===== config.mk =====
export PLATFORM = sky130hd
export DESIGN_NAME = dm_latency_bridge_flat
export DESIGN_NICKNAME = d
export VERILOG_FILES = /design/src/rtl/dm_latency_bridge_pkg.sv /design/src/rtl/dm_latency_bridge_if.sv /design/src/rtl/dm_latency_bridge_lane_align.sv /design/src/rtl/dm_latency_bridge.sv /design/src/flat_wrapper.sv
export SDC_FILE = /design/constraint.sdc
export NUM_CORES = 1
export LEC_CHECK = 0
export CORE_MARGIN = 1
export CORE_UTILIZATION = 45
export CTS_CLUSTER_DIAMETER = 150
export DETAILED_ROUTE_END_ITERATION = 16
export PLACE_DENSITY = 0.8
export REMOVE_ABC_BUFFERS = 1
export SLEW_MARGIN = 20
export SYNTH_ARGS = -nofsm -noshare
export SYNTH_HDL_FRONTEND = slang
export SYNTH_SLANG_ARGS = --single-unit

===== constraint.sdc =====
create_clock -name CLK -period 4.87 [get_ports CLK]
set_input_delay 0.7305 -clock CLK [delete_from_list [all_inputs] [get_ports CLK]]
set_output_delay 0.7305 -clock CLK [all_outputs]
set_load 0.01 [all_outputs]

===== src/rtl/dm_latency_bridge_pkg.sv =====
// Shared constants for the DM latency bridge: access widths, FSM encodings and
// the width-normalisation helper used by the bridge and its lane aligner.
package dm_latency_bridge_pkg;

   localparam logic [2:0] WW_BYTE = 3'd1;
   localparam logic [2:0] WW_HALF = 3'd2;
   localparam logic [2:0] WW_WORD = 3'd4;

   localparam logic [1:0] S_IDLE = 2'd0;
   localparam logic [1:0] S_WAIT = 2'd1;
   localparam logic [1:0] S_RESP = 2'd2;

   // Any width code other than byte/half is handled as a full word.
   function automatic logic [2:0] ww_norm(input logic [2:0] ww);
      logic [2:0] res;
      case (ww)
         WW_BYTE: res = WW_BYTE;
         WW_HALF: res = WW_HALF;
         default: res = WW_WORD;
      endcase
      return res;
   endfunction

endpackage


===== src/rtl/dm_latency_bridge_if.sv =====
// Core-side and dram-side signals of the DM latency bridge; the bridge uses the
// slave view, the surrounding core/dram environment uses the master view.
interface dm_latency_bridge_if #(
   parameter int ADDR_WIDTH = 32
);
   logic                  core_req;
   logic                  core_wen;
   logic [2:0]            core_wwide;
   logic [ADDR_WIDTH-1:0] core_addr;
   logic [31:0]           core_wdata;
   logic [31:0]           core_rdata;
   logic                  core_stall;

   logic [ADDR_WIDTH-1:0] mem_addr;
   logic [31:0]           mem_wdata;
   logic                  mem_wen;
   logic [2:0]            mem_wwide;
   logic [31:0]           mem_rdata;

   modport slave (
      input  core_req, core_wen, core_wwide, core_addr, core_wdata, mem_rdata,
      output core_rdata, core_stall, mem_addr, mem_wdata, mem_wen, mem_wwide
   );

   modport master (
      output core_req, core_wen, core_wwide, core_addr, core_wdata, mem_rdata,
      input  core_rdata, core_stall, mem_addr, mem_wdata, mem_wen, mem_wwide
   );
endinterface


===== src/rtl/dm_latency_bridge_lane_align.sv =====
// Combinational lane logic: aligns the low address bits to the access size,
// extracts little-endian read lanes and flags misaligned half/word accesses.
module dm_lane_align
   import dm_latency_bridge_pkg::*;
(
   input  logic [1:0]  i_addr_lo,
   input  logic [2:0]  i_wwide,
   input  logic [31:0] i_rdata,
   output logic [1:0]  o_addr_lo,
   output logic [31:0] o_rdata,
   output logic        o_misalign
);
   logic [31:0] w_byte_shift;
   logic [31:0] w_half_shift;

   assign w_byte_shift = i_rdata >> {i_addr_lo, 3'b000};
   assign w_half_shift = i_rdata >> {i_addr_lo[1], 4'b0000};

   // Per-width alignment, lane select and misalign detection.
   always_comb begin
      o_addr_lo  = 2'b00;
      o_rdata    = i_rdata;
      o_misalign = 1'b0;
      case (ww_norm(i_wwide))
         WW_BYTE: begin
            o_addr_lo  = i_addr_lo;
            o_rdata    = {24'd0, w_byte_shift[7:0]};
            o_misalign = 1'b0;
         end
         WW_HALF: begin
            o_addr_lo  = {i_addr_lo[1], 1'b0};
            o_rdata    = {16'd0, w_half_shift[15:0]};
            o_misalign = i_addr_lo[0];
         end
         default: begin
            o_addr_lo  = 2'b00;
            o_rdata    = i_rdata;
            o_misalign = |i_addr_lo;
         end
      endcase
   end
endmodule


===== src/rtl/dm_latency_bridge.sv =====
// DM latency bridge: stretches each core data access into a LATENCY-cycle dram
// transaction, drives the core stall and keeps saturating request/stall counts.
module dm_latency_bridge
   import dm_latency_bridge_pkg::*;
#(
   parameter int LATENCY    = 2,
   parameter int ADDR_WIDTH = 32,
   parameter int CNT_WIDTH  = 32
) (
   input  logic                 CLK,
   input  logic                 RST,
   dm_latency_bridge_if.slave   bus,
   output logic                 misalign,
   output logic [CNT_WIDTH-1:0] req_count,
   output logic [CNT_WIDTH-1:0] stall_count
);
   localparam logic [3:0]           CNT_INIT = 4'(LATENCY - 1);
   localparam logic [CNT_WIDTH-1:0] CNT_ONE  = {{(CNT_WIDTH-1){1'b0}}, 1'b1};
   localparam logic [CNT_WIDTH-1:0] CNT_MAX  = {CNT_WIDTH{1'b1}};

   logic [1:0]            r_state;
   logic [3:0]            r_cnt;
   logic                  r_wen;
   logic [2:0]            r_wwide;
   logic [ADDR_WIDTH-1:0] r_addr;
   logic [31:0]           r_wdata;
   logic [31:0]           r_rdata;
   logic                  r_misalign;
   logic [CNT_WIDTH-1:0]  r_req_count;
   logic [CNT_WIDTH-1:0]  r_stall_count;

   logic                  w_stall;
   logic                  w_accept;
   logic                  w_last;
   logic [1:0]            w_addr_lo;
   logic [31:0]           w_lane_rdata;
   logic                  w_misalign;

   dm_lane_align u_lane_align (
      .i_addr_lo  (r_addr[1:0]),
      .i_wwide    (r_wwide),
      .i_rdata    (bus.mem_rdata),
      .o_addr_lo  (w_addr_lo),
      .o_rdata    (w_lane_rdata),
      .o_misalign (w_misalign)
   );

   // Stall: the IDLE cycle of a new request plus every WAIT cycle.
   always_comb begin
      w_stall = 1'b0;
      case (r_state)
         S_IDLE:  w_stall = bus.core_req;
         S_WAIT:  w_stall = 1'b1;
         S_RESP:  w_stall = 1'b0;
         default: w_stall = 1'b0;
      endcase
   end

   assign w_accept = (r_state == S_IDLE) && bus.core_req;
   assign w_last   = (r_state == S_WAIT) && (r_cnt == 4'd0);

   // Transaction FSM and latency down-counter.
   always_ff @(posedge CLK) begin
      if (RST) begin
         r_state <= S_IDLE;
         r_cnt   <= 4'd0;
      end else begin
         case (r_state)
            S_IDLE: begin
               if (bus.core_req) begin
                  r_state <= S_WAIT;
                  r_cnt   <= CNT_INIT;
               end else begin
                  r_state <= S_IDLE;
               end
            end
            S_WAIT: begin
               if (r_cnt == 4'd0) begin
                  r_state <= S_RESP;
               end else begin
                  r_cnt <= r_cnt - 4'd1;
               end
            end
            S_RESP:  r_state <= S_IDLE;
            default: r_state <= S_IDLE;
         endcase
      end
   end

   // Request latches, captured once per accepted access.
   always_ff @(posedge CLK) begin
      if (RST) begin
         r_wen   <= 1'b0;
         r_wwide <= WW_WORD;
         r_addr  <= '0;
         r_wdata <= 32'd0;
      end else if (w_accept) begin
         r_wen   <= bus.core_wen;
         r_wwide <= ww_norm(bus.core_wwide);
         r_addr  <= bus.core_addr;
         r_wdata <= bus.core_wdata;
      end
   end

   // Read latch and sticky misalign flag.
   always_ff @(posedge CLK) begin
      if (RST) begin
         r_rdata    <= 32'd0;
         r_misalign <= 1'b0;
      end else begin
         if (w_last && !r_wen) begin
            r_rdata <= w_lane_rdata;
         end
         if ((r_state == S_WAIT) && w_misalign) begin
            r_misalign <= 1'b1;
         end
      end
   end

   // Saturating statistics counters.
   always_ff @(posedge CLK) begin
      if (RST) begin
         r_req_count   <= '0;
         r_stall_count <= '0;
      end else begin
         if (w_accept && (r_req_count != CNT_MAX)) begin
            r_req_count <= r_req_count + CNT_ONE;
         end
         if (w_stall && (r_stall_count != CNT_MAX)) begin
            r_stall_count <= r_stall_count + CNT_ONE;
         end
      end
   end

   assign bus.core_stall = w_stall;
   assign bus.core_rdata = r_rdata;
   assign bus.mem_addr   = {r_addr[ADDR_WIDTH-1:2], w_addr_lo};
   assign bus.mem_wdata  = r_wdata;
   assign bus.mem_wwide  = r_wwide;
   assign bus.mem_wen    = w_last && r_wen;

   assign misalign    = r_misalign;
   assign req_count   = r_req_count;
   assign stall_count = r_stall_count;
endmodule


===== src/flat_wrapper.sv =====
// flat-port wrapper written by rule: the top's interface ports become plain ports
module dm_latency_bridge_flat import dm_latency_bridge_pkg::*;
#(
   parameter int LATENCY    = 2,
   parameter int ADDR_WIDTH = 32,
   parameter int CNT_WIDTH  = 32
)
  (CLK, RST, misalign, req_count, stall_count, bus_core_req, bus_core_wen, bus_core_wwide, bus_core_addr, bus_core_wdata, bus_mem_rdata, bus_core_rdata, bus_core_stall, bus_mem_addr, bus_mem_wdata, bus_mem_wen, bus_mem_wwide);
  dm_latency_bridge_if #(.ADDR_WIDTH(ADDR_WIDTH)) bus_i ();
  input  logic CLK;
  input  logic RST;
  output logic misalign;
  output logic [CNT_WIDTH-1:0] req_count;
  output logic [CNT_WIDTH-1:0] stall_count;
  input wire logic [$bits(bus_i.core_req)-1:0] bus_core_req;
  input wire logic [$bits(bus_i.core_wen)-1:0] bus_core_wen;
  input wire logic [$bits(bus_i.core_wwide)-1:0] bus_core_wwide;
  input wire logic [$bits(bus_i.core_addr)-1:0] bus_core_addr;
  input wire logic [$bits(bus_i.core_wdata)-1:0] bus_core_wdata;
  input wire logic [$bits(bus_i.mem_rdata)-1:0] bus_mem_rdata;
  output wire logic [$bits(bus_i.core_rdata)-1:0] bus_core_rdata;
  output wire logic [$bits(bus_i.core_stall)-1:0] bus_core_stall;
  output wire logic [$bits(bus_i.mem_addr)-1:0] bus_mem_addr;
  output wire logic [$bits(bus_i.mem_wdata)-1:0] bus_mem_wdata;
  output wire logic [$bits(bus_i.mem_wen)-1:0] bus_mem_wen;
  output wire logic [$bits(bus_i.mem_wwide)-1:0] bus_mem_wwide;
  assign bus_i.core_req = bus_core_req;
  assign bus_i.core_wen = bus_core_wen;
  assign bus_i.core_wwide = bus_core_wwide;
  assign bus_i.core_addr = bus_core_addr;
  assign bus_i.core_wdata = bus_core_wdata;
  assign bus_i.mem_rdata = bus_mem_rdata;
  assign bus_core_rdata = bus_i.core_rdata;
  assign bus_core_stall = bus_i.core_stall;
  assign bus_mem_addr = bus_i.mem_addr;
  assign bus_mem_wdata = bus_i.mem_wdata;
  assign bus_mem_wen = bus_i.mem_wen;
  assign bus_mem_wwide = bus_i.mem_wwide;
  dm_latency_bridge #(.LATENCY(LATENCY), .ADDR_WIDTH(ADDR_WIDTH), .CNT_WIDTH(CNT_WIDTH)) u_core (.CLK(CLK), .RST(RST), .bus(bus_i), .misalign(misalign), .req_count(req_count), .stall_count(stall_count));
endmodule

==> out/qor.log <==
INFO  run_status     status=complete, no violations
INFO  sta            slew-limit-headroom=0.437
INFO  synthesis      yosys.cell_types.count=52
INFO  power_and_ir_drop power_per_cell_area=307nW/um^2
INFO  drt            firstDrtPassIters=7
INFO  power_and_ir_drop worst_ir_drop_vdd=0.243mV
INFO  setup_path     timing.setup.critical_path_class=reg -> out
INFO  sta            count_of_final_setup_violators=0
INFO  cts            tritoncts=built
INFO  cts            cts.repair.resized=0
INFO  synthesis      synth_ff_type=sky130_fd_sc_hd__dfxtp_1
INFO  drt            route.detailed.drc=0
INFO  synthesis      ys_warn_count=0
INFO  placement      hpwlAfterDp=15100um
INFO  synthesis      synthesis.area_per_instance=7.76squm
INFO  setup_path     worst_r2r_startpoint=u_core.req_count[0]
INFO  setup_path     crit-reg2reg-capture=u_core.req_count[28]
INFO  drt            met2WireLength=10200um
INFO  power_and_ir_drop leakagePower=3.73nW
INFO  finish         finalNetCount=1312
INFO  cts            cts.htree.levels=4
INFO  setup_path     crit_path_start_kind=register
INFO  drt            met1_length=9100um
INFO  global_routing initial_antenna_violation_count=0
INFO  worst_hold_path hold_path_startpoint=u_core.bus.core_rdata[16]
INFO  drt            drt_first_iter_violations=447
INFO  setup_path     cp.required=4.14ns
INFO  sta            max_freq=0.302GHz
INFO  synthesis      count_of_flip_flops_with_a_built_in_enable_after_synthesis=0
INFO  sta            timing.setup.tns=0ns
INFO  die            initial_core_util=0.465
INFO  setup_path     crit_arrival=2.58ns
INFO  die            die_width=133um
INFO  synthesis      synth.top_cell.area_share=0.441
INFO  worst_hold_path hp-class=reg -> reg
INFO  sta            pins_over_their_slew_limit=0
INFO  sta            hold_viol_final=0
INFO  sta            setup_ws=1.56ns
INFO  global_routing global_route_usage_over_all_layers=0.243
INFO  sta            rsz0062_at_grt=no
INFO  global_routing grt_pass1_vias=7346
INFO  drt            totalWireLength=21500um
INFO  finish         post_route_cells_drive_above_1_share=0.0394
INFO  setup_path     ff2ff_path_depth=6
INFO  synthesis      synth_most_common_cell=sky130_fd_sc_hd__nand2_1
INFO  setup_path     capturing_element_type_of_the_critical_path=output pin
INFO  placement      place_inst=1405
INFO  die            die_footprint=17800squm
INFO  cts            cts.repair_timing.setup_buffer_count=0
INFO  setup_path     r2r_slack=2.25ns
INFO  finish         layout.cells.non_filler=1437
INFO  cts            path_clk_slew=0.06ns
INFO  synthesis      postSynthCellCount=1000
INFO  die            standard_cell_row_count=47
INFO  worst_hold_path hold_depth=2
INFO  cts            clock_latency=0.42ns
INFO  die            fp.dieH=133um
INFO  setup_path     path_max_fanout=39
INFO  drt            top_layer=met4
INFO  worst_hold_path holdPathEnd=u_core.bus.core_rdata[16]
INFO  drt            final_antenna_net_count=0
INFO  die            core_area=16700squm
INFO  cts            numCtsBuffers=17
INFO  global_routing grt_first_pass_wirelength=35300um
INFO  synthesis      async_reset_ff_frac=0
INFO  finish         syn2layout_area_growth=40.7%
INFO  synthesis      synth.ff_latch_count=171
INFO  finish         ant_cells=0
INFO  placement      place_area=10300squm
INFO  sta            final_min_period_over_clock_period=0.681
INFO  placement      place_worst_setup_slack=1.54ns
INFO  synthesis      syn-cell-area=7760squm
INFO  synthesis      synthTopCellsByCount=189 x sky130_fd_sc_hd__nand2_1, 171 x sky130_fd_sc_hd__dfxtp_1, 139 x sky130_fd_sc_hd__a21oi_1
INFO  sta            clock-skew-final=0.0146ns
INFO  cts            root_buffer=sky130_fd_sc_hd__clkbuf_16
INFO  drt            vias_per_cell=5.40
INFO  global_routing globalRouteOverflowTotal=0
INFO  finish         design_area=10900squm
INFO  synthesis      synth_top_area_cell=sky130_fd_sc_hd__dfxtp_1
INFO  job            max_cap_viol=0
INFO  synthesis      yosysSeqAreaShare=0.441
INFO  drt            met3RoutedLength=1810um
INFO  sta            min_period=3.31ns
INFO  placement      final_gp_congestion=0.836
INFO  die            num_io_pins=269
INFO  synthesis      netlist_top_cells_area=sky130_fd_sc_hd__dfxtp_1 44%, sky130_fd_sc_hd__nand2_1 9.1%, sky130_fd_sc_hd__a21oi_1 9.0%
INFO  sta            worstMarginPinSlew=0.839ns
INFO  global_routing grt_start_max_net_pins=76
INFO  cts            cts.sink_count=171
INFO  finish         fin_util=0.654
INFO  cts            clock_path_buffers=2
INFO  cts            cts-hold-fix-buffers=0
INFO  drt            wl_per_cell=15.0um
INFO  drt            vias=7754
INFO  placement      port_buffers=268
==> power by group <==
| group | switching, mW | internal, mW |
|---|---|---|
| clock | 0.574 | 0.814 |
| sequential | 0.0434 | 1.47 |
| combinational | 0.221 | 0.242 |
==> cell usage in the layout (no fill, tap or decap), drive strengths merged, types with 3 or more instances in the layout <==
cell type,instances
nand2,189
bufinv,3
o21ai,45
nor3,24
a21oi,139
nand3b,10
inv,30
a221oi,7
a2111oi,3
buf,8
o31ai,14
a311oi,5
dfxtp,171
or4,14
xor2,5
nand4,17
and3,5
xnor2,22
nor2b,9
nor3b,4
ha,5
nor4,7
clkinv,5
nand3,36
or2,3
or3,24
a211oi,3
nor2,69
mux2,5
nand2b,18
clkbuf,19
clkdlybuf4s50,267
a31oi,8
==> state kept, by name, indices dropped and copies added, names as in the netlist <==
signal,count
u_core.bus.core_rdata,32
u_core.bus.mem_wdata,32
u_core.bus.mem_wwide,3
u_core.misalign,1
u_core.r_addr,32
u_core.r_cnt,4
u_core.r_state,2
u_core.r_wen,1
u_core.req_count,32
u_core.stall_count,32
==> critical path, stage by stage (launching register included) <==
cell	delay, ns
sky130_fd_sc_hd__dfxtp_1	0.38
sky130_fd_sc_hd__nor2_1	0.07
sky130_fd_sc_hd__nand2_1	0.08
sky130_fd_sc_hd__inv_1	0.04
sky130_fd_sc_hd__ha_1	0.26
sky130_fd_sc_hd__buf_4	0.25
sky130_fd_sc_hd__nand2b_1	0.35
sky130_fd_sc_hd__nor2_1	0.19
sky130_fd_sc_hd__clkdlybuf4s50_1	0.54
==> metrics by stage <==
step           hold WS, ns  power (mW)
2_1_floorplan        0.452        1.72
3_3_place_gp         0.440        2.00
3_5_place_dp         0.444        2.00
4_1_cts              0.453        3.39
5_1_grt              0.468        3.51
6_report             0.451        3.36
==> worst max path at each step <==
| stage | from | endpoint | cells past startpoint |
|---|---|---|---|
| after global routing | u_core.bus.mem_wwide[2] | bus_mem_addr[1] | 8 |
| after CTS | u_core.bus.mem_wwide[2] | bus_mem_addr[1] | 8 |
| final | u_core.bus.mem_wwide[2] | bus_mem_addr[1] | 8 |
| after floorplan | bus_core_req | u_core.req_count[31] | 5 |
| after global placement | bus_core_req | u_core.req_count[17] | 6 |
| after detailed placement | bus_core_req | u_core.req_count[17] | 6 |
==> layout make-up <==
cell class / instances / area [sq um]
Clock buffer: 19 / 433
Clock inverter: 13 / 165
Fill cell: 1424 / 5780
Inverter: 26 / 97.6
Multi-Input combinational cell: 713 / 3800
Sequential cell: 171 / 3420
Tap cell: 220 / 275
Timing Repair Buffer: 275 / 2730
==> logic make-up after synthesis <==
family                     synth area share
xor gates and xnor gates             0.0305
buffers and inverters                0.0707
DFF                                   0.441
muxes                               0.00854
adders and majority gates           0.00806
and+or+nand+nor                       0.267
AOI/OAI and AO/OA                     0.175
==> per-layer routing <==
layer / vias up / global-route usage
li1: 3850 / -
met1: 3558 / 0.301
met2: 312 / 0.396
met3: 34 / 0.0772
met4: 0 / 0.0878
met5: - / 0
Power figures use the tool's default switching activity.
